## config.mk

```make
export PLATFORM = sky130hd
export DESIGN_NAME = mem_arbiter
export DESIGN_NICKNAME = d
export VERILOG_FILES = /design/src/rtl/mem_arbiter.sv
export SDC_FILE = /design/constraint.sdc
export NUM_CORES = 1
export LEC_CHECK = 0
export BUFFER_PORTS_ARGS = -buffer_cell sky130_fd_sc_hd__buf_2
export CAP_MARGIN = 25
export CORE_MARGIN = 4
export CORE_UTILIZATION = 45
export CTS_CLUSTER_DIAMETER = 200
export DETAILED_ROUTE_END_ITERATION = 10
export HOLD_SLACK_MARGIN = 0.08
export PLACE_DENSITY = 0.86
export SYNTH_ARGS = -nofsm -noshare
export SYNTH_HDL_FRONTEND = slang
export SYNTH_SLANG_ARGS = --single-unit
```

## constraint.sdc

```tcl
create_clock -name clk -period 3.42 [get_ports clk]
set_clock_uncertainty 0.2 [all_clocks]
set_input_delay 0.171 -clock clk [delete_from_list [all_inputs] [get_ports clk]]
set_output_delay 0.171 -clock clk [all_outputs]
set_load 0.01 [all_outputs]
```

## src/rtl/mem_arbiter.sv

```systemverilog
// Shares one single-port memory between the IF and DM ports of the MIPS core.
// Define MEM_ARBITER_RR_EN to alternate grants on contention instead of fixed DM priority.
module mem_arbiter #(
  parameter int AW  = 32,
  parameter int DW  = 32,
  parameter int LAT = 2
) (
  input  logic          clk,
  input  logic          reset,
  input  logic          if_req,
  input  logic [AW-1:0] if_addr,
  output logic          if_ready,
  output logic [DW-1:0] if_rdata,
  input  logic          dm_req,
  input  logic          dm_we,
  input  logic [AW-1:0] dm_addr,
  input  logic [DW-1:0] dm_wdata,
  output logic          dm_ready,
  output logic [DW-1:0] dm_rdata,
  output logic          stall_f,
  output logic          stall_m,
  output logic          mem_en,
  output logic          mem_we,
  output logic [AW-1:0] mem_addr,
  output logic [DW-1:0] mem_wdata,
  input  logic [DW-1:0] mem_rdata
);

  localparam int CW = $clog2(LAT) + 1;
  localparam logic PORT_IF = 1'b0;
  localparam logic PORT_DM = 1'b1;

  typedef enum logic [1:0] {IDLE, BUSY, DONE} state_t;

  state_t        state;
  logic [CW-1:0] cnt;
  logic [AW-1:0] addr_q;
  logic [DW-1:0] wdata_q;
  logic [DW-1:0] rdata_q;
  logic          we_q;
  logic          gnt_q;
  logic          en_q;
  logic          if_rdy_q;
  logic          dm_rdy_q;
  logic          dm_wins;

`ifdef MEM_ARBITER_RR_EN
  logic last_q;
  // On contention the port that did not win last time goes first.
  assign dm_wins = dm_req & (~if_req | (last_q == PORT_IF));
`else
  assign dm_wins = dm_req;
`endif

  always_ff @(posedge clk or posedge reset) begin
    if (reset) begin
      state    <= IDLE;
      cnt      <= '0;
      addr_q   <= '0;
      wdata_q  <= '0;
      rdata_q  <= '0;
      we_q     <= 1'b0;
      gnt_q    <= PORT_IF;
      en_q     <= 1'b0;
      if_rdy_q <= 1'b0;
      dm_rdy_q <= 1'b0;
`ifdef MEM_ARBITER_RR_EN
      last_q   <= PORT_IF;
`endif
    end else begin
      if_rdy_q <= 1'b0;
      dm_rdy_q <= 1'b0;
      case (state)
        IDLE: begin
          if (if_req | dm_req) begin
            gnt_q   <= dm_wins ? PORT_DM : PORT_IF;
            addr_q  <= dm_wins ? dm_addr : if_addr;
            wdata_q <= dm_wins ? dm_wdata : '0;
            we_q    <= dm_wins & dm_we;
            en_q    <= 1'b1;
            cnt     <= CW'(LAT - 1);
            state   <= BUSY;
`ifdef MEM_ARBITER_RR_EN
            last_q  <= dm_wins ? PORT_DM : PORT_IF;
`endif
          end
        end
        BUSY: begin
          if (cnt == '0) begin
            if (!we_q) rdata_q <= mem_rdata;
            en_q     <= 1'b0;
            if_rdy_q <= (gnt_q == PORT_IF);
            dm_rdy_q <= (gnt_q == PORT_DM);
            state    <= DONE;
          end else begin
            cnt <= cnt - 1'b1;
          end
        end
        DONE:    state <= IDLE;
        default: state <= IDLE;
      endcase
    end
  end

  assign mem_en    = en_q;
  assign mem_we    = en_q & we_q;
  assign mem_addr  = addr_q;
  assign mem_wdata = wdata_q;
  assign if_ready  = if_rdy_q;
  assign dm_ready  = dm_rdy_q;
  assign if_rdata  = rdata_q;
  assign dm_rdata  = rdata_q;

  // Stalls follow the live request so the pipeline freezes from the first req cycle.
  assign stall_f = ~reset & if_req & ~if_rdy_q;
  assign stall_m = ~reset & dm_req & ~dm_rdy_q;

endmodule

```

* Word-level counts from Yosys, hierarchy flattened
Cells that the tools add are included.
** Word-level totals
- Memory bits (read-only) :: 0
- Logic and storage cells :: 50
- Memories :: 0
- Bits in latches :: 0
- RAM bits :: 0
- Output and inout bits :: 134
- Bits of input ports :: 133
- Register bits after elaboration :: 105
** Operators by class
- Reduce and logical (&&, ||, !) cells :: 8
- Equality and inequality tests :: 4
- $lt $le $gt $ge :: 0
- Mux-type cells :: 15
- Multiply operators :: 0
- Shift-type cells :: 0
- Bitwise operators :: 12
- Add/sub/neg operators :: 1
- Divide/modulo/power cells :: 0
** Operators with widths (number)
- 32-bit 2-to-1 mux :: 2
- 3-bit AND reduction :: 3
- 2-bit one-hot mux with 2 select lines :: 2
- 1-bit 2-to-1 mux :: 7
- 1-bit bitwise AND :: 6
- 2-bit 2-to-1 mux :: 3
- 2-bit inequality test, second input constant :: 3
- 1-bit NOT :: 5
- 2-bit zero test :: 2
- 2-bit AND reduction :: 2
- 2-bit by 1-bit == test with 1-bit output, second input constant :: 1
- 1-bit one-hot mux with 2 select lines :: 1
- 2-bit nonzero test :: 1
- 2-bit by 1-bit subtractor with 2-bit output, second input constant :: 1
- 1-bit OR :: 1

* Logic depth before layout (Yosys ltp)
Gate-level depths: netlist of the first run.
- Depth after elaboration :: 3
- Mapped depth :: 6
- Depth with buffers taken out :: 5

* Worst setup path after synthesis of the first run
Ideal clock, no wire load.
- Kind :: reg2reg
- Start point :: register cnt[0]
- End point :: register rdata_q[10], in the netlist dm_rdata[10]
- Setup time :: 125 ps
- Data required time :: 3095 ps
- Slack :: 1712 ps
- Path buffers :: 1
- Stages on the path, launching flop included :: 7
- Period minus slack after synthesis :: 1708 ps
- Arrival time :: 1383 ps
- Cells stage by stage :: dfrtp_1 -> inv_1 -> ha_1 -> nand3b_4 -> nor2_8 -> buf_12 -> mux2_4
** On the way
- Longest elaborated chain between the ends :: 2
** Ends and longest elaborated chain
- from (decl) :: line 36 : logic [CW-1:0] cnt;
- from (signal assigned) :: line 81 : cnt <= CW'(LAT - 1);
- from (signal assigned) :: line 96 : cnt <= cnt - 1'b1;
- 2-bit zero test :: line 89 : if (cnt == '0) begin
- 3-bit AND reduction (no line)
- to (signal assigned) :: line 90 : if (!we_q) rdata_q <= mem_rdata;
- to (decl) :: line 39 : logic [DW-1:0] rdata_q;
Every way passes these cells.
A chain may end at the register's enable or synchronous reset.

* Worst setup path in the final report of the first run
- Start point :: register cnt[0]
- End point :: register rdata_q[0], in the netlist dm_rdata[0]
The elaborated chain is that of the path after synthesis.

==> out/qor.csv, run 1 <==
metric,value,unit
Reg power frac,38.6,%
DIE AREA,12300,um2
layout cells sized above 1,57.2,%
Port Buffers,266,
final setup TNS,0,ns
Die Y,111,um
Synth Net Count,451,
CTS tree,done,
Pint,3.63,mW
initial antenna violation count,0,
crit path from,cnt[0],
Hold Path Origin,dm_req,
largest net degree at the start of global routing,49,
crit path max fanout,32,
Remaining DRCs,0,
"wirelength, routed",15.4,mm
Syn Inst Count,316,
Power Density,785,nW/um2
drt pass-1 iters,4,
GP Congestion,0.789,
synth warn,0,
WL/cell,18.7,um
number of synthesized flops with an enable pin,0,
Synth Register Bits,105,
commonest register cell after synthesis,dfrtp_1,
NetSw,2.19,mW
final instance count without filler cells,822,
number of buffers created by CTS,9,
endpoints failing hold,0,
vias per inst,4.94,
Worst Tran Pin Value,0.746,ns
crit path kind,flop to flop,
RSZ-0062 raised after global routing,no,
switch share,37.6,%
worst path arrival time,2.24,ns
Top Metal Used,met4,
Final Setup Violations,0,
layout filler cell count,672,
worst reg2reg startpoint,cnt[0],
Total GRT Usage,24.9,%
Synth Area per Inst,15.1,um2
Worst slew margin,50.2,%
Tmin final,2.20,ns
Initial Utilization,46.3,%
"Req. time, crit path",3.46,ns
1st-iter DRT viols,214,
VDD IR-drop max,464,uV
Core Rows,37,
Die X,111,um
Root Driver,clkbuf_8,
Final period util,64.3,%
WL met3,1.12,mm
hold slack final,0.197,ns
# IOs,267,
"top cells by count, synth","dfrtp_1 (105), mux2_2 (66), buf_4 (39), a22o_1 (34), mux2_4 (30)",
dpl cells,674,
Final Max Slew Viols,0,
Met2 Routed Length,7.82,mm
Finished Core Util,71.9,%
part of the power in combinational logic,48.7,%
grt ovf,0,
total number of vias,4059,
crit path launch type,flop,
top cell type's share of synthesized area,55.0,%
Worst setup EP type,flop,
Async SR Flop Fraction,100,%
first-pass GRT wire length,24.5,mm
largest area contributor in the netlist,dfrtp_1,
fmax,455,MHz
Post-Route M1 WL,5.55,mm
vias in the first global route,4581,
fin area,7420,um2
Layout area overhead,55.2,%
ANT nets after route,0,
total core area,10300,um2
Post-DP Area,5920,um2
Worst-path clk slew,0.11,ns
"top cells by area, synth","dfrtp_1 (55%), mux2_2 (16%), mux2_4 (9.4%)",
"Cell Area, Synth",4780,um2
H-tree depth,3,
DP HPWL,9.48,mm
maximum root-to-sink buffer count,2,
post-synth cell types,28,
most common cell in the netlist,dfrtp_1,
Min-Delay Path Class,primary input to flop,
number of gates resized after cts,0,
insertion delay to the later sink of the worst-skew pair,0.36,ns
Clock power frac,12.7,%
status,"finished, final reports clean",
sequential element share of the synthesized area,55.0,%
max_cap viols,0,
LEAKAGE,3.76,nW
CTS Sinks,105,
# nets final,815,
==> cell usage in the layout, fill, tap and decap left out <==
master and n:
and2_1 3, nor2_8 1, nor3_1 1, a22o_1 34
nand2b_1 1, dlygate4sd3_1 131, inv_6 1, dfrtp_1 105
nor2_4 1, buf_4 6, nor2_1 1, diode_2 1
o32ai_1 1, or2_2 1, inv_1 3, buf_16 1
and3b_2 1, a21oi_1 2, clkbuf_8 9, ha_1 2
mux2_2 66, inv_8 2, o21ai_0 1, inv_4 1
a21o_1 1, mux2_4 30, buf_2 266, o31ai_1 1
nand2_1 3, nor3b_1 2, o21ai_4 1, clkinv_4 2
clkinvlp_4 1, clkinv_2 1, nand3_1 1, nand3b_4 1
==> kinds of logic after synthesis <==
logic type / share of synthesized area, %
flops: 55.0
mux: 25.0
buf+inv: 9.55
compound gates: 7.22
simple gates: 2.77
fa+ha+maj: 0.523
==> repair_timing <==
item,4_1_cts,5_1_grt
endpoints found under the hold margin,138,0
setup buffers,0,0
hold buffers,131,0
==> cell type report <==
type                       instances  area (um2)  share of cell area (%)
inverter                           4        17.5                   0.236
timing repair buffer             404        2720                    36.6
multi-input combinational        156        1700                    23.0
clock buffer                       9         124                    1.67
sequential                       105        2630                    35.4
clock inverter                     7        61.3                   0.826
antenna                            1        2.50                  0.0337
tap                              136         170                    2.29
==> stage by stage <==
step,setup slack [ns],power (mW)
global route,1.12,6.17
finish,1.22,5.82
CTS,1.23,5.81
global placement,1.31,4.84
floorplan,0.288,4.19
detailed placement,1.25,4.94
==> worst max-delay path, stage by stage, from the launching register on <==
cell and delay [ns]:
dfrtp_1 0.41, inv_1 0.11, ha_1 0.22, nand3b_4 0.12
nor2_8 0.60, mux2_2 0.41
==> sequential cells by signal, indices dropped and copies added (netlist names) <==
| signal | count |
|---|---|
| mem_addr | 32 |
| mem_wdata | 32 |
| mem_en | 1 |
| gnt_q | 1 |
| dm_rdata | 32 |
| we_q | 1 |
| state | 2 |
| dm_ready | 1 |
| cnt | 2 |
| if_ready | 1 |
==> metal layers <==
layer	GRT usage (%)	up-vias
met5	0	-
met4	14.9	0
met3	6.44	64
met2	44.0	225
met1	26.7	1939
li1	-	1831
==> worst paths after layout <==
path	cells after the start	slack, ns	endpoint
max reg2reg	5	1.22	dm_rdata[0]
min	4	0.20	state[0]
min reg2reg	1	0.28	if_ready
max in group asynchronous	5	1.96	dm_rdata[5]
min in group asynchronous	3	0.24	mem_addr[2]
max	5	1.22	dm_rdata[0]
==> power by group through the flow <==
stage                     clock, mW  combinational, mW  sequential (mW)
final                         0.740               2.84             2.25
after global routing          0.809               3.03             2.33
after CTS                     0.757               2.83             2.23
after detailed placement          0               2.69             2.25
after global placement            0               2.62             2.22
after floorplan                   0               1.73             2.46
(Power assumes the default switching activity.)
==> run 2: changes to the inputs <==
Settings changed: ABC_AREA set to 1, CORE_UTILIZATION 45 to 40, PLACE_DENSITY 0.86 to 0.81.
Clock period 3.42 ns to 1.9 ns, I/O delays scaled along.
==> out/qor.csv, run 2 <==
metric,value,unit
crit path launch type,flop,
synth warn,0,
GP Congestion,0.771,
WL/cell,15.0,um
number of synthesized flops with an enable pin,0,
Async SR Flop Fraction,100,%
Post-DP Area,6000,um2
Port Buffers,266,
grt ovf,0,
most frequent cells in the layout,"nand2_1 (331), buf_2 (266), dlygate4sd3_1 (132)",
Worst Tran Pin Value,0.553,ns
Power Density,1420,nW/um2
post-CTS setup buffers,0,
fmax,569,MHz
max_cap viols,0,
first-pass GRT wire length,26.9,mm
worst reg2reg startpoint,cnt[0],
sequential element share of the synthesized area,54.9,%
H-tree depth,3,
area of the multi-input gates,1710,um2
commonest register cell after synthesis,dfrtp_1,
Initial Utilization,41.4,%
Layout area overhead,59.4,%
crit path kind,flop to flop,
Root Driver,clkbuf_16,
Final Max Slew Viols,0,
total core area,11600,um2
"Req. time, crit path",1.96,ns
insertion delay to the later sink of the worst-skew pair,0.33,ns
number of buffers created by CTS,9,
VDD IR-drop max,556,uV
largest area contributor in the netlist,dfrtp_1,
Tmin final,1.76,ns
fin area,7620,um2
"most common cell after layout, fill and taps aside",nand2_1,
crit path from,cnt[0],
"Cell Area, Synth",4780,um2
Core Rows,39,
DIE AREA,13800,um2
DP HPWL,9.81,mm
# IOs,267,
"top cells by area, synth","dfrtp_1 (55%), nand2_1 (26%), nand3_1 (7.3%)",
Finished Core Util,65.9,%
layout filler cell count,927,
final setup TNS,0,ns
ANT nets after route,0,
Final period util,92.5,%
status,"finished, final reports clean",
Total GRT Usage,23.7,%
top cell type's share of synthesized area,54.9,%
# nets final,1089,
1st-iter DRT viols,385,
"top cells by count, synth","nand2_1 (331), dfrtp_1 (105), nand3_1 (70), buf_4 (35)",
Hold Path Origin,dm_req,
Remaining DRCs,0,
Worst setup EP type,flop,
crit path max fanout,32,
vias per inst,4.78,
flip-flop and latch area,2630,um2
worst path arrival time,1.82,ns
vias in the first global route,5407,
total number of vias,5278,
Syn Inst Count,599,
initial antenna violation count,3,
"wirelength, routed",16.6,mm
Die X,117,um
endpoints failing hold,0,
Min-Delay Path Class,primary input to flop,
Synth Area per Inst,7.99,um2
most common cell in the netlist,nand2_1,
LEAKAGE,4.42,nW
Synth Register Bits,105,
Die Y,117,um
RSZ-0062 raised after global routing,no,
drt pass-1 iters,5,
Synth Net Count,734,
layout cells sized above 1,31.1,%
post-synth cell types,20,
Worst-path clk slew,0.07,ns
largest net degree at the start of global routing,106,
CTS tree,done,
CTS Sinks,105,
Worst slew margin,63.1,%
maximum root-to-sink buffer count,2,
Final Setup Violations,0,
-- run 2: metal layers --
layer  routed length [um]  vias to the layer above  track usage, %
met4                  709                        0            10.6
met1                 6100                     2435            27.2
li1                     -                     2527               -
met3                 1140                       59            4.43
met2                 8640                      257            42.8
met5                    0                        -               0
-- run 2: logic make-up (layout without fill, tap and decap cells) --
family,Yosys count,after routing,share of synthesized area (%)
DFF,105,105,54.9
AOI/OAI and AO/OA,3,3,0.314
adders and majority gates,2,2,0.523
other,0,3,0
buffers and inverters,76,436,9.50
and+or+nand+nor,413,413,34.7
-- run 2: path summary, 6_finish.rpt --
check,to,slack (ns),cells past startpoint
worst min-delay path,gnt_q,0.19,4
max in group asynchronous,dm_rdata[29],0.79,4
worst max-delay path,dm_rdata[17],0.14,7
worst min register to register,mem_wdata[27],0.27,2
min in group asynchronous,mem_addr[27],0.29,4
worst max register to register,dm_rdata[17],0.14,7
-- run 2: critical path: stages (launching register included) --
cell,delay [ns]
dfrtp_1,0.40
inv_1,0.09
ha_1,0.14
inv_1,0.06
nor2_2,0.14
buf_4,0.37
nand3_1,0.18
nand2_1,0.10
-- run 2: final cells by class --
class                      count  area share, %
inverter                      12          0.640
multi-input combinational    418           22.4
clock buffer                  12           3.10
sequential                   105           34.5
clock inverter                 4          0.706
antenna                        3         0.0985
tap                          143           2.35
timing repair buffer         408           36.3
-- run 2: repair_timing --
item	in CTS	in global routing
endpoints found under the hold margin	203	0
endpoints found under the setup margin	0	1
resized for setup	0	1
hold buffers	132	0
-- run 2: metrics by stage --
stage | power (mW) | std cells | hold slack [ns] | worst slack, ns
final | 10.9 | 1105 | 0.191 | 0.143
after floorplan | 7.08 | 599 | 0.0397 | 0.345
after detailed placement | 8.73 | 954 | 0.128 | 0.169
after global routing | 11.7 | 1105 | 0.230 | 0.0429
after CTS | 10.8 | 1102 | 0.192 | 0.154
after global placement | 8.60 | 954 | 0.124 | 0.239
-- run 2: report_power, final --
part	internal (mW)	switching (mW)	total (mW)
clock network	1.03	0.792	1.82
logic	1.98	3.09	5.07
registers	3.27	0.701	3.97
